[src/rtl/multi_lane_step_counter_pkg.sv]
// Shared types and helpers for the multi-lane step counter.
package counter_pkg;

    typedef enum logic {
        DIR_DN = 1'b0,
        DIR_UP = 1'b1
    } dir_e;

    typedef enum logic {
        WRAP = 1'b0,
        SAT  = 1'b1
    } bound_mode_e;

    function automatic logic in_range(input int val, input int lo, input int hi);
        return (val >= lo) && (val <= hi);
    endfunction

endpackage

[src/rtl/multi_lane_step_counter_lane.sv]
// One signed up/down step counter lane: load > step > hold, wrap/saturate, INV skip.
module step_counter_lane
    import counter_pkg::*;
#(
    parameter int WIDTH   = 10,
    parameter int RST_VAL = -50,
    parameter int STEP_UP = 5,
    parameter int STEP_DN = 9,
    parameter int MIN_VAL = -230,
    parameter int MAX_VAL = 235,
    parameter int INV_VAL = -11
) (
    input  logic                    clk,
    input  logic                    rst_n,
    input  logic                    en_i,
    input  logic                    dir_i,
    input  bound_mode_e             mode_i,
    input  logic                    load_i,
    input  logic signed [WIDTH-1:0] load_val_i,
    output logic signed [WIDTH-1:0] cnt_o,
    output logic                    bound_evt_o,
    output logic                    load_err_o
);

    // Two guard bits keep cnt +/- step free of intermediate overflow.
    localparam int EW = WIDTH + 2;
    localparam logic signed [EW-1:0] MAX_E   = EW'(MAX_VAL);
    localparam logic signed [EW-1:0] MIN_E   = EW'(MIN_VAL);
    localparam logic signed [EW-1:0] INV_E   = EW'(INV_VAL);
    localparam logic signed [EW-1:0] UP_E    = EW'(STEP_UP);
    localparam logic signed [EW-1:0] DN_E    = EW'(STEP_DN);
    localparam logic signed [EW-1:0] RANGE_E = EW'(MAX_VAL - MIN_VAL + 1);
    localparam logic signed [WIDTH-1:0] RST_W = WIDTH'(RST_VAL);
    localparam logic signed [WIDTH-1:0] INV_W = WIDTH'(INV_VAL);

    logic signed [WIDTH-1:0] cnt_q, cnt_d;
    logic                    bevt_q, bevt_d;
    logic                    lerr_q, lerr_d;
    logic signed [EW-1:0]    cnt_ext;
    logic signed [EW-1:0]    cand;
    logic signed [EW-1:0]    bounded;
    dir_e                    dir;

    assign cnt_ext = {{2{cnt_q[WIDTH-1]}}, cnt_q};
    assign dir     = dir_e'(dir_i);

    always_comb begin
        cnt_d   = cnt_q;
        bevt_d  = 1'b0;
        lerr_d  = 1'b0;
        cand    = (dir == DIR_UP) ? cnt_ext + UP_E : cnt_ext - DN_E;
        bounded = cand;

        if (cand > MAX_E) begin
            bounded = (mode_i == SAT) ? MAX_E : cand - RANGE_E;
        end else if (cand < MIN_E) begin
            bounded = (mode_i == SAT) ? MIN_E : cand + RANGE_E;
        end
        // INV skip is checked after bounding so a wrapped result can also skip.
        if (bounded == INV_E) begin
            bounded = (dir == DIR_UP) ? INV_E + UP_E : INV_E - DN_E;
        end

        if (load_i) begin
            if (in_range(int'(load_val_i), MIN_VAL, MAX_VAL) && (load_val_i != INV_W)) begin
                cnt_d = load_val_i;
            end else begin
                lerr_d = 1'b1;
            end
        end else if (en_i) begin
            cnt_d  = bounded[WIDTH-1:0];
            bevt_d = (cand > MAX_E) || (cand < MIN_E);
        end
    end

    always_ff @(posedge clk or negedge rst_n) begin
        if (!rst_n) begin
            cnt_q  <= RST_W;
            bevt_q <= 1'b0;
            lerr_q <= 1'b0;
        end else begin
            cnt_q  <= cnt_d;
            bevt_q <= bevt_d;
            lerr_q <= lerr_d;
        end
    end

    assign cnt_o       = cnt_q;
    assign bound_evt_o = bevt_q;
    assign load_err_o  = lerr_q;

endmodule

[src/rtl/multi_lane_step_counter.sv]
// NUM_CH independent step counter lanes sharing one range configuration.
module multi_lane_step_counter
    import counter_pkg::*;
#(
    parameter int NUM_CH  = 2,
    parameter int WIDTH   = 10,
    parameter int RST_VAL = -50,
    parameter int STEP_UP = 5,
    parameter int STEP_DN = 9,
    parameter int MIN_VAL = -230,
    parameter int MAX_VAL = 235,
    parameter int INV_VAL = -11
) (
    input  logic                    clk,
    input  logic                    rst_n,
    input  logic [NUM_CH-1:0]       en,
    input  logic [NUM_CH-1:0]       dir,
    input  logic                    sat_mode,
    input  logic [NUM_CH-1:0]       load,
    input  logic [NUM_CH*WIDTH-1:0] load_val,
    output logic [NUM_CH*WIDTH-1:0] cnt,
    output logic [NUM_CH-1:0]       bound_evt,
    output logic [NUM_CH-1:0]       load_err
);

    localparam int LIM_HI = (2 ** (WIDTH - 1)) - 1;
    localparam int LIM_LO = -(2 ** (WIDTH - 1));

    if (!(MIN_VAL < RST_VAL && RST_VAL < MAX_VAL)) begin : g_chk_rst
        $error("RST_VAL must lie strictly between MIN_VAL and MAX_VAL");
    end
    if (INV_VAL == RST_VAL || INV_VAL == MIN_VAL || INV_VAL == MAX_VAL) begin : g_chk_inv
        $error("INV_VAL must differ from RST_VAL, MIN_VAL and MAX_VAL");
    end
    if (INV_VAL - STEP_DN < MIN_VAL || INV_VAL + STEP_UP > MAX_VAL) begin : g_chk_skip
        $error("stepping past INV_VAL must stay inside MIN_VAL..MAX_VAL");
    end
    if (!in_range(STEP_UP, 1, MAX_VAL - MIN_VAL) || !in_range(STEP_DN, 1, MAX_VAL - MIN_VAL)) begin : g_chk_step
        $error("STEP_UP and STEP_DN must lie in 1..(MAX_VAL-MIN_VAL)");
    end
    if (!in_range(RST_VAL, LIM_LO, LIM_HI) || !in_range(MIN_VAL, LIM_LO, LIM_HI) ||
        !in_range(MAX_VAL, LIM_LO, LIM_HI) || !in_range(INV_VAL, LIM_LO, LIM_HI)) begin : g_chk_width
        $error("counter values must fit in WIDTH signed bits");
    end

    bound_mode_e mode;
    assign mode = sat_mode ? SAT : WRAP;

    for (genvar i = 0; i < NUM_CH; i++) begin : g_lane
        step_counter_lane #(
            .WIDTH   (WIDTH),
            .RST_VAL (RST_VAL),
            .STEP_UP (STEP_UP),
            .STEP_DN (STEP_DN),
            .MIN_VAL (MIN_VAL),
            .MAX_VAL (MAX_VAL),
            .INV_VAL (INV_VAL)
        ) u_lane (
            .clk         (clk),
            .rst_n       (rst_n),
            .en_i        (en[i]),
            .dir_i       (dir[i]),
            .mode_i      (mode),
            .load_i      (load[i]),
            .load_val_i  (load_val[i*WIDTH +: WIDTH]),
            .cnt_o       (cnt[i*WIDTH +: WIDTH]),
            .bound_evt_o (bound_evt[i]),
            .load_err_o  (load_err[i])
        );
    end

endmodule

[config.mk]
export PLATFORM = sky130hd
export DESIGN_NAME = multi_lane_step_counter
export DESIGN_NICKNAME = d
export VERILOG_FILES = /design/src/rtl/multi_lane_step_counter_pkg.sv /design/src/rtl/multi_lane_step_counter_lane.sv /design/src/rtl/multi_lane_step_counter.sv
export SDC_FILE = /design/constraint.sdc
export NUM_CORES = 1
export LEC_CHECK = 0
export CELL_PAD_IN_SITES_DETAIL_PLACEMENT = 1
export CELL_PAD_IN_SITES_GLOBAL_PLACEMENT = 2
export CORE_ASPECT_RATIO = 1.25
export CORE_UTILIZATION = 33
export DETAILED_ROUTE_END_ITERATION = 10
export GPL_TIMING_DRIVEN = 0
export PLACE_DENSITY_LB_ADDON = 0.1
export SLEW_MARGIN = 20
export SYNTH_ARGS = -nofsm -noshare
export SYNTH_HDL_FRONTEND = slang
export SYNTH_SLANG_ARGS = --single-unit
[constraint.sdc]
create_clock -name clk -period 4.9 [get_ports clk]
set_input_delay 0.735 -clock clk [delete_from_list [all_inputs] [get_ports clk]]
set_output_delay 0.735 -clock clk [all_outputs]
set_load 0.02 [all_outputs]
==> results.py, run 1 <==
metrics = {
    "layout": {
        "final_net_count": 671,
        "final_cells": 781,
        "num_antenna_cells": 0,
        "area_delta_synth_final_pct": 36.7,
        "final_area_sq_um": 5510,
        "drive_gt1_frac": 0.240,
    },
    "place": {
        "dp.cells": 754,
        "placed_area_sq_um": 4740,
        "place_ws_ns": -0.992,
        "dpl.hpwl_microns": 12400,
        "io_buffer_count": 51,
        "finalWeightedCongestion": 0.855,
    },
    "die": {
        "rows": 44,
        "die_h_microns": 126,
        "ios": 53,
        "die_area_sq_um": 12700,
        "core-area_sq_um": 11800,
        "initial_core_util": 0.342,
        "die_w_microns": 101,
    },
    "grt": {
        "gr-total-overflow": 0,
        "grt_pass1_wl_microns": 25900,
        "grt_max_degree": 25,
        "antenna_found_initial": 0,
        "grt_use_total": 0.257,
        "grt_pass1_vias": 4835,
    },
    "clock_network": {
        "clk_path_buf_depth": 2,
        "clk_pin_slew_ns": 0.06,
        "clock-root-buffer": "clkbuf_16",
        "cts_tree": "built",
        "cts_inserted_buffers": 3,
        "cts.sinks": 24,
        "htree_levels": 1,
        "clk_latency_ns": 0.26,
    },
    "critical_path": {
        "crit_fanout": 10,
        "worstPathRequired_ns": 5.05,
        "start_kind": "input port",
        "slowest_stage": "clkdlybuf4s50_1",
        "worstSetupPathType": "in -> reg",
        "crit_buf_inv": 5,
        "path_cells": "clkdlybuf4s50_1, clkinvlp_4, clkbuf_2, ha_1, a21oi_4, mux2_2, nor4b_4, buf_4, and3_1, a32oi_2, o32ai_2, inv_1, nor4_1, nand3_1, a31o_2",
        "critPathTopFamily": "buffers and inverters",
        "cpPeakStageDelay_ns": 0.57,
        "end_kind": "flop",
        "crit_arrival_ns": 4.90,
    },
    "timing": {
        "fin_crit_sh": 0.970,
        "final_max_slew_viol_count": 0,
        "fin_worst_skew_ns": 0.00176,
        "finalWorstSetupSlack_ns": 0.145,
        "relSlewSlack": 0.399,
        "worstMarginPinSlew_ns": 0.901,
        "setup_viol": 0,
        "finalHoldViolations": 0,
        "fmax_ghz": 0.210,
        "rsz0062_at_grt": "true",
        "period_minus_slack_ns": 4.75,
    },
    "logic_synthesis": {
        "synth.cell_area_sq_um": 4030,
        "synth_top_area_frac": 0.0913,
        "synth_flop_cell": "dfstp_2",
        "netlist.top_cell.by_area": "dfstp_2",
        "synth_cell_types": 83,
        "yosys-top-cells-area": "dfstp_2, dfrtp_1, ha_1",
        "ys_seq_area_frac": 0.153,
        "syn-num-nets": 591,
        "syn_inst": 542,
        "synth_edf_count": 0,
        "async_reset_ff_frac": 1.00,
        "yosysWarnings": 0,
        "ys_ff_latch": 24,
        "syn_avg_cell_area_sq_um": 7.43,
    },
    "worst_hold_path": {
        "hp-class": "in -> async",
    },
    "flow_run": {
        "maxCapViolations": 0,
    },
    "drt": {
        "wl_per_cell_microns": 20.9,
        "drt_iter0_drc": 157,
        "dr_total_vias": 4699,
        "drc": 0,
        "ant_nets": 0,
        "drt-pass1-iter-count": 4,
        "vias_per_cell": 6.02,
        "routed_wl_microns": 16300,
    },
    "status": {
        "outcome": "completed",
    },
}
## what timing repair did
item	in CTS	in global routing
pin swaps	8	24
hold buffers	0	0
setup buffers	11	17
gates resized for setup	40	67
endpoints found under the setup margin	11	10
## layer usage
metal	up-vias	GRT usage	routed length (microns)
met4	0	0.0946	679
met3	44	0.0212	293
met5	-	0	0
met1	2309	0.282	6350
li1	2245	-	-
met2	101	0.499	8990
## cell usage after synthesis (all sizes together), types with 14 or more instances
cell type  number
nor2           40
inv            16
ha             18
dfstp          14
nor3           17
nand2          46
a211oi         16
xnor2          21
clkbuf         22
nand3          15
a21oi          39
o21ai          42
## area by class of cell
type / count / area, sq um
inverters: 17 / 71.3
flip-flops and latches: 24 / 618
plain buffers: 30 / 158
repair buffers: 79 / 719
clock buffers: 3 / 75.1
multi-input cells: 467 / 3660
fillers: 1493 / 6270
well taps: 161 / 201
## flip-flops by register name (all words and copies together) (netlist names)
name / flops
g_lane.u_lane.load_err_o: 2
g_lane.u_lane.bound_evt_o: 2
g_lane.u_lane.cnt_o: 20
## final timing paths
path | start | end | slack (ns) | depth (start not counted)
setup / recovery | dir[0] | g_lane[0].u_lane.cnt_o[0] | 0.15 | 15
hold / removal | rst_n | g_lane[0].u_lane.cnt_o[5] | 0.46 | 1
setup reg to reg | g_lane[1].u_lane.cnt_o[0] | g_lane[1].u_lane.cnt_o[2] | 0.68 | 12
hold reg to reg | g_lane[0].u_lane.cnt_o[6] | g_lane[0].u_lane.cnt_o[6] | 0.53 | 2
max in group asynchronous | rst_n | g_lane[1].u_lane.cnt_o[1] | 4.07 | 1
min in group clk | g_lane[0].u_lane.cnt_o[6] | g_lane[0].u_lane.cnt_o[6] | 0.53 | 2
## logic make-up after synthesis
group | count (synthesis) | share of synthesized area
buffers and inverters | 51 | 0.0550
adder cells (fa/ha/maj) | 20 | 0.0658
flip-flops | 24 | 0.153
AO/OA/AOI/OAI | 211 | 0.375
AND/OR/NAND/NOR | 197 | 0.260
XOR/XNOR | 24 | 0.0522
multiplexers | 15 | 0.0391
## cells in the final DEF, fill, tap and decap left out, types with 8 or more instances in the layout
cell type        synthesis  final
clkdlybuf4s50_1          0     49
nand2_1                 46     44
nor2_1                  40     37
a21oi_1                 39     35
buf_4                    4     32
o21ai_0                 39     32
xnor2_1                 21     17
nor3_1                  17     14
clkbuf_1                22     14
dfstp_2                 14     14
inv_1                   16     13
nand3_1                 15     13
ha_1                    18     12
nand2b_1                11     10
o21a_1                  11     10
dfrtp_1                 10     10
a31oi_1                  9      9
nor4_1                   9      9
mux2i_1                  9      9
nand4_1                  8      8
or2_2                    8      8
## through the flow
stage / setup TNS [ns] / hold WS [ns] / utilization
6_report: 0 / 0.457 / 0.467
5_1_grt: -0.0254 / 0.498 / 0.467
4_1_cts: -0.0337 / 0.480 / 0.431
3_5_place_dp: -9.48 / 0.515 / 0.402
3_3_place_gp: -8.20 / 0.509 / 0.402
2_1_floorplan: 0 / 0.439 / -
Power of run 1 is left out: the tool's default activity adds up to more than one toggle a clock period on the data nets, which glitch-free logic cannot reach.
==> inputs of run 2 (changes only) <==
- REMOVE_ABC_BUFFERS: not set -> 1
==> results.py, run 2 (synthesis results as in run 1) <==
metrics = {
    "status": {
        "outcome": "completed",
    },
    "layout": {
        "final_cells": 751,
        "seqCellArea_sq_um": 618,
        "num_antenna_cells": 0,
        "final_util": 0.446,
        "drive_gt1_frac": 0.210,
        "fillerInstances": 1460,
        "multi_input_area_sq_um": 3540,
        "area_delta_synth_final_pct": 30.5,
        "final_net_count": 640,
        "final_common_cell": "clkdlybuf4s50_1",
        "largest_register_ffs": 20,
        "mostFrequentLayoutCells": "clkdlybuf4s50_1, nand2_1, nor2_1",
    },
    "drt": {
        "dr_total_vias": 4572,
        "wl_per_cell_microns": 20.7,
        "drc": 0,
        "ant_nets": 0,
        "drt_iter0_drc": 139,
        "drt-pass1-iter-count": 4,
        "routed_wl_microns": 15600,
        "vias_per_cell": 6.09,
    },
    "timing": {
        "setup_viol": 0,
        "hold_ws_ns": 0.479,
        "fin_crit_sh": 0.956,
        "fmax_ghz": 0.213,
        "period_minus_slack_ns": 4.69,
        "worstMarginPinSlew_ns": 0.821,
        "finalHoldViolations": 0,
        "fin_worst_skew_ns": 0.0100,
        "relSlewSlack": 0.451,
        "final_max_slew_viol_count": 0,
    },
    "grt": {
        "antenna_found_initial": 0,
        "grt_max_degree": 32,
        "grt_pass1_wl_microns": 25100,
        "grt_use_total": 0.251,
        "gr-total-overflow": 0,
        "grt_pass1_vias": 4740,
    },
    "clock_network": {
        "clk_pin_slew_ns": 0.08,
        "cts_tree": "built",
        "clock-root-buffer": "clkbuf_16",
        "postCtsHoldBufs": 0,
        "cts.sinks": 24,
        "clk_latency_ns": 0.27,
        "cts_inserted_buffers": 3,
        "htree_levels": 1,
        "clk_path_buf_depth": 2,
    },
    "critical_path": {
        "r2r-end": "g_lane[1].u_lane.cnt_o[2]",
        "worstPathRequired_ns": 5.07,
        "worstSetupPathType": "in -> reg",
        "start_kind": "input port",
        "critPathLaunch": "dir[0]",
        "r2r-start": "g_lane[1].u_lane.cnt_o[0]",
        "crit_fanout": 12,
        "r2r.worst_path.cells": 13,
        "r2r_slack_ns": 0.85,
        "end_kind": "flop",
        "crit_arrival_ns": 4.85,
    },
    "worst_hold_path": {
        "hp-class": "in -> async",
    },
    "die": {
        "rows": 44,
        "die_area_sq_um": 12700,
        "initial_core_util": 0.342,
        "core-area_sq_um": 11800,
        "die_w_microns": 101,
        "die_h_microns": 126,
        "ios": 53,
    },
    "place": {
        "dpl.hpwl_microns": 12000,
        "dp.cells": 723,
        "finalWeightedCongestion": 0.863,
        "io_buffer_count": 52,
    },
    "flow_run": {
        "maxCapViolations": 0,
    },
}
run 2: routing by layer:
metal	global-route usage	vias up	wire [microns]
met5	0	-	0
met4	0.122	0	813
met3	0.0179	48	293
met2	0.474	83	8360
met1	0.277	2239	6100
li1	-	2202	-
run 2: worst max-delay path by stage:
stage,depth (start not counted),to,slack [ns]
2_1_floorplan,12,g_lane[0].u_lane.cnt_o[0],0.0004
3_3_place_gp,13,g_lane[0].u_lane.cnt_o[0],-1.68
3_5_place_dp,13,g_lane[0].u_lane.cnt_o[0],-0.86
4_1_cts,13,g_lane[1].u_lane.cnt_o[2],0.006
5_1_grt,13,g_lane[0].u_lane.cnt_o[0],-0.0004
6_report,13,g_lane[0].u_lane.cnt_o[0],0.21
run 2: what timing repair did:
item	4_1_cts	5_1_grt
buffers inserted	13	11
hold endpoints to repair	0	0
gates resized for setup	38	35
endpoints found under the setup margin	12	10
pin swaps	5	11
run 2: metrics by stage:
step	instance area, sq um	setup WS, ns	TNS, ns
2_1_floorplan	3870	0.000359	0
3_3_place_gp	4590	-1.68	-17.75
3_5_place_dp	4620	-0.856	-8.53
4_1_cts	4990	0.00562	0
5_1_grt	5260	-0.000414	-0.000414
6_report	5260	0.214	0
run 2: layout make-up:
type	count	area share
Clock buffer	3	0.0143
Clock inverter	1	0.00571
Inverter	17	0.0129
Multi-Input combinational cell	467	0.674
Sequential cell	24	0.118
Tap cell	161	0.0383
Timing Repair Buffer	78	0.137
run 2: worst max-delay path, cell delays in order:
cell and delay (ns):
clkdlybuf4s50_1 0.51, inv_1 0.21, fa_2 0.52, o211ai_2 0.24, a21oi_1 0.20, a2111oi_4 0.47, nand2b_4 0.31, o21ai_2 0.09
or4b_1 0.46, a32o_1 0.32, nor4_1 0.26, nand3_1 0.21, a31o_2 0.30
Power of run 2 is left out for the same reason.
==> inputs of run 3 (changes only) <==
- CORE_UTILIZATION: 33 -> 25
- TNS_END_PERCENT: not set -> 5
==> results.py, run 3 (synthesis results as in run 1) <==
metrics = {
    "critical_path": {
        "cpPeakStageDelay_ns": 0.49,
        "path_depth": 13,
        "crit_arrival_ns": 4.66,
        "end_kind": "flop",
        "crit_buf_inv": 2,
        "worstSetupPathType": "in -> reg",
        "start_kind": "input port",
        "r2r.worst_path.cells": 11,
        "worstPathRequired_ns": 5.06,
        "critPathTopFamily": "compound AO/OA/AOI/OAI gates",
        "crit_fanout": 5,
        "path_cells": "clkbuf_2, clkinvlp_4, ha_1, a211o_1, a211oi_1, o32ai_1, nor3_2, o21ai_4, or4b_1, a32o_1, nor4_1, nand3_1, a31o_2",
        "slowest_stage": "or4b_1",
    },
    "place": {
        "io_buffer_count": 52,
        "placed_area_sq_um": 4680,
        "finalWeightedCongestion": 0.850,
        "dp.cells": 775,
        "dpl.hpwl_microns": 12700,
    },
    "drt": {
        "vias_per_cell": 5.60,
        "ant_nets": 0,
        "drt_iter0_drc": 202,
        "routed_wl_microns": 16300,
        "drt-pass1-iter-count": 4,
        "drc": 0,
        "wl_per_cell_microns": 20.3,
        "dr_total_vias": 4497,
    },
    "die": {
        "ios": 53,
        "die_h_microns": 144,
        "die_w_microns": 116,
        "initial_core_util": 0.257,
        "core-area_sq_um": 15700,
        "rows": 51,
        "die_area_sq_um": 16600,
    },
    "worst_hold_path": {
        "hp-class": "in -> async",
    },
    "layout": {
        "mostFrequentLayoutCells": "clkdlybuf4s50_1, nand2_1, nor2_1",
        "final_cells": 803,
        "final_area_sq_um": 5260,
        "fillerInstances": 1929,
        "area_delta_synth_final_pct": 30.7,
        "final_common_cell": "clkdlybuf4s50_1",
        "final_net_count": 641,
        "num_antenna_cells": 0,
        "largest_register_ffs": 20,
        "drive_gt1_frac": 0.205,
    },
    "timing": {
        "period_minus_slack_ns": 4.49,
        "setup_viol": 0,
        "fin_crit_sh": 0.917,
        "fin_worst_skew_ns": 0.00559,
        "rsz0062_at_grt": "false",
        "relSlewSlack": 0.428,
        "tns_ns": 0,
        "final_max_slew_viol_count": 0,
        "hold_ws_ns": 0.466,
        "finalHoldViolations": 0,
        "worstMarginPinSlew_ns": 0.858,
        "fmax_ghz": 0.223,
    },
    "clock_network": {
        "cts_tree": "built",
        "cts.sinks": 24,
        "clock-root-buffer": "clkbuf_16",
        "postCtsHoldBufs": 0,
        "htree_levels": 1,
        "clk_latency_ns": 0.27,
        "clk_path_buf_depth": 2,
        "clk_pin_slew_ns": 0.07,
        "cts_inserted_buffers": 3,
    },
    "flow_run": {
        "maxCapViolations": 0,
    },
    "grt": {
        "grt_max_degree": 32,
        "antenna_found_initial": 0,
        "grt_pass1_wl_microns": 25600,
        "grt_pass1_vias": 4657,
        "gr-total-overflow": 0,
        "grt_use_total": 0.200,
    },
    "status": {
        "outcome": "completed",
    },
}
==> run 3: cell count changes in the layout (fill, tap and decap cells not counted), sizes merged <==
cell and change:
clkinvlp +2, clkbuf +1, clkdlybuf4s50 -1, inv -1
==> run 3: area by class of cell <==
cell class	count	area, sq um	area share
Clock inverter	1	30.0	0.00570
Inverter	17	71.3	0.0135
Sequential cell	24	618	0.117
Tap cell	212	265	0.0504
Timing Repair Buffer	78	713	0.135
Clock buffer	3	75.1	0.0143
Multi-Input combinational cell	467	3480	0.662
Timing Repair inverter	1	7.51	0.00143
==> run 3: repair_timing <==
action                     4_1_cts  5_1_grt
pin swaps                        2       12
cloned                           1        0
resized for setup               36       32
setup endpoints to repair       12       10
buffers inserted                 7       16
==> run 3: stage by stage <==
stage               utilization  setup WS (ns)
global placement          0.297          -2.12
floorplan                     -       0.000359
detailed placement        0.298         -0.974
CTS                       0.319        -0.0813
global route              0.335          0.219
finish                    0.335          0.407
==> run 3: layer usage <==
layer / track usage / up-vias / wire, microns
met1: 0.218 / 2228 / 6600
met2: 0.401 / 60 / 9200
met5: 0 / - / 0
met3: 0.0118 / 17 / 187
li1: - / 2192 / -
met4: 0.0643 / 0 / 315
==> run 3: path summary, 6_finish.rpt <==
path,slack [ns],to,start
hold reg to reg,0.50,g_lane[1].u_lane.cnt_o[8],g_lane[1].u_lane.cnt_o[8]
max in group asynchronous,4.02,g_lane[1].u_lane.cnt_o[5],rst_n
setup reg to reg,0.79,g_lane[0].u_lane.cnt_o[0],g_lane[0].u_lane.cnt_o[1]
min in group clk,0.50,g_lane[1].u_lane.cnt_o[8],g_lane[1].u_lane.cnt_o[8]
hold / removal,0.47,g_lane[0].u_lane.load_err_o,rst_n
setup / recovery,0.41,g_lane[0].u_lane.cnt_o[0],dir[0]
Power of run 3 is left out for the same reason.
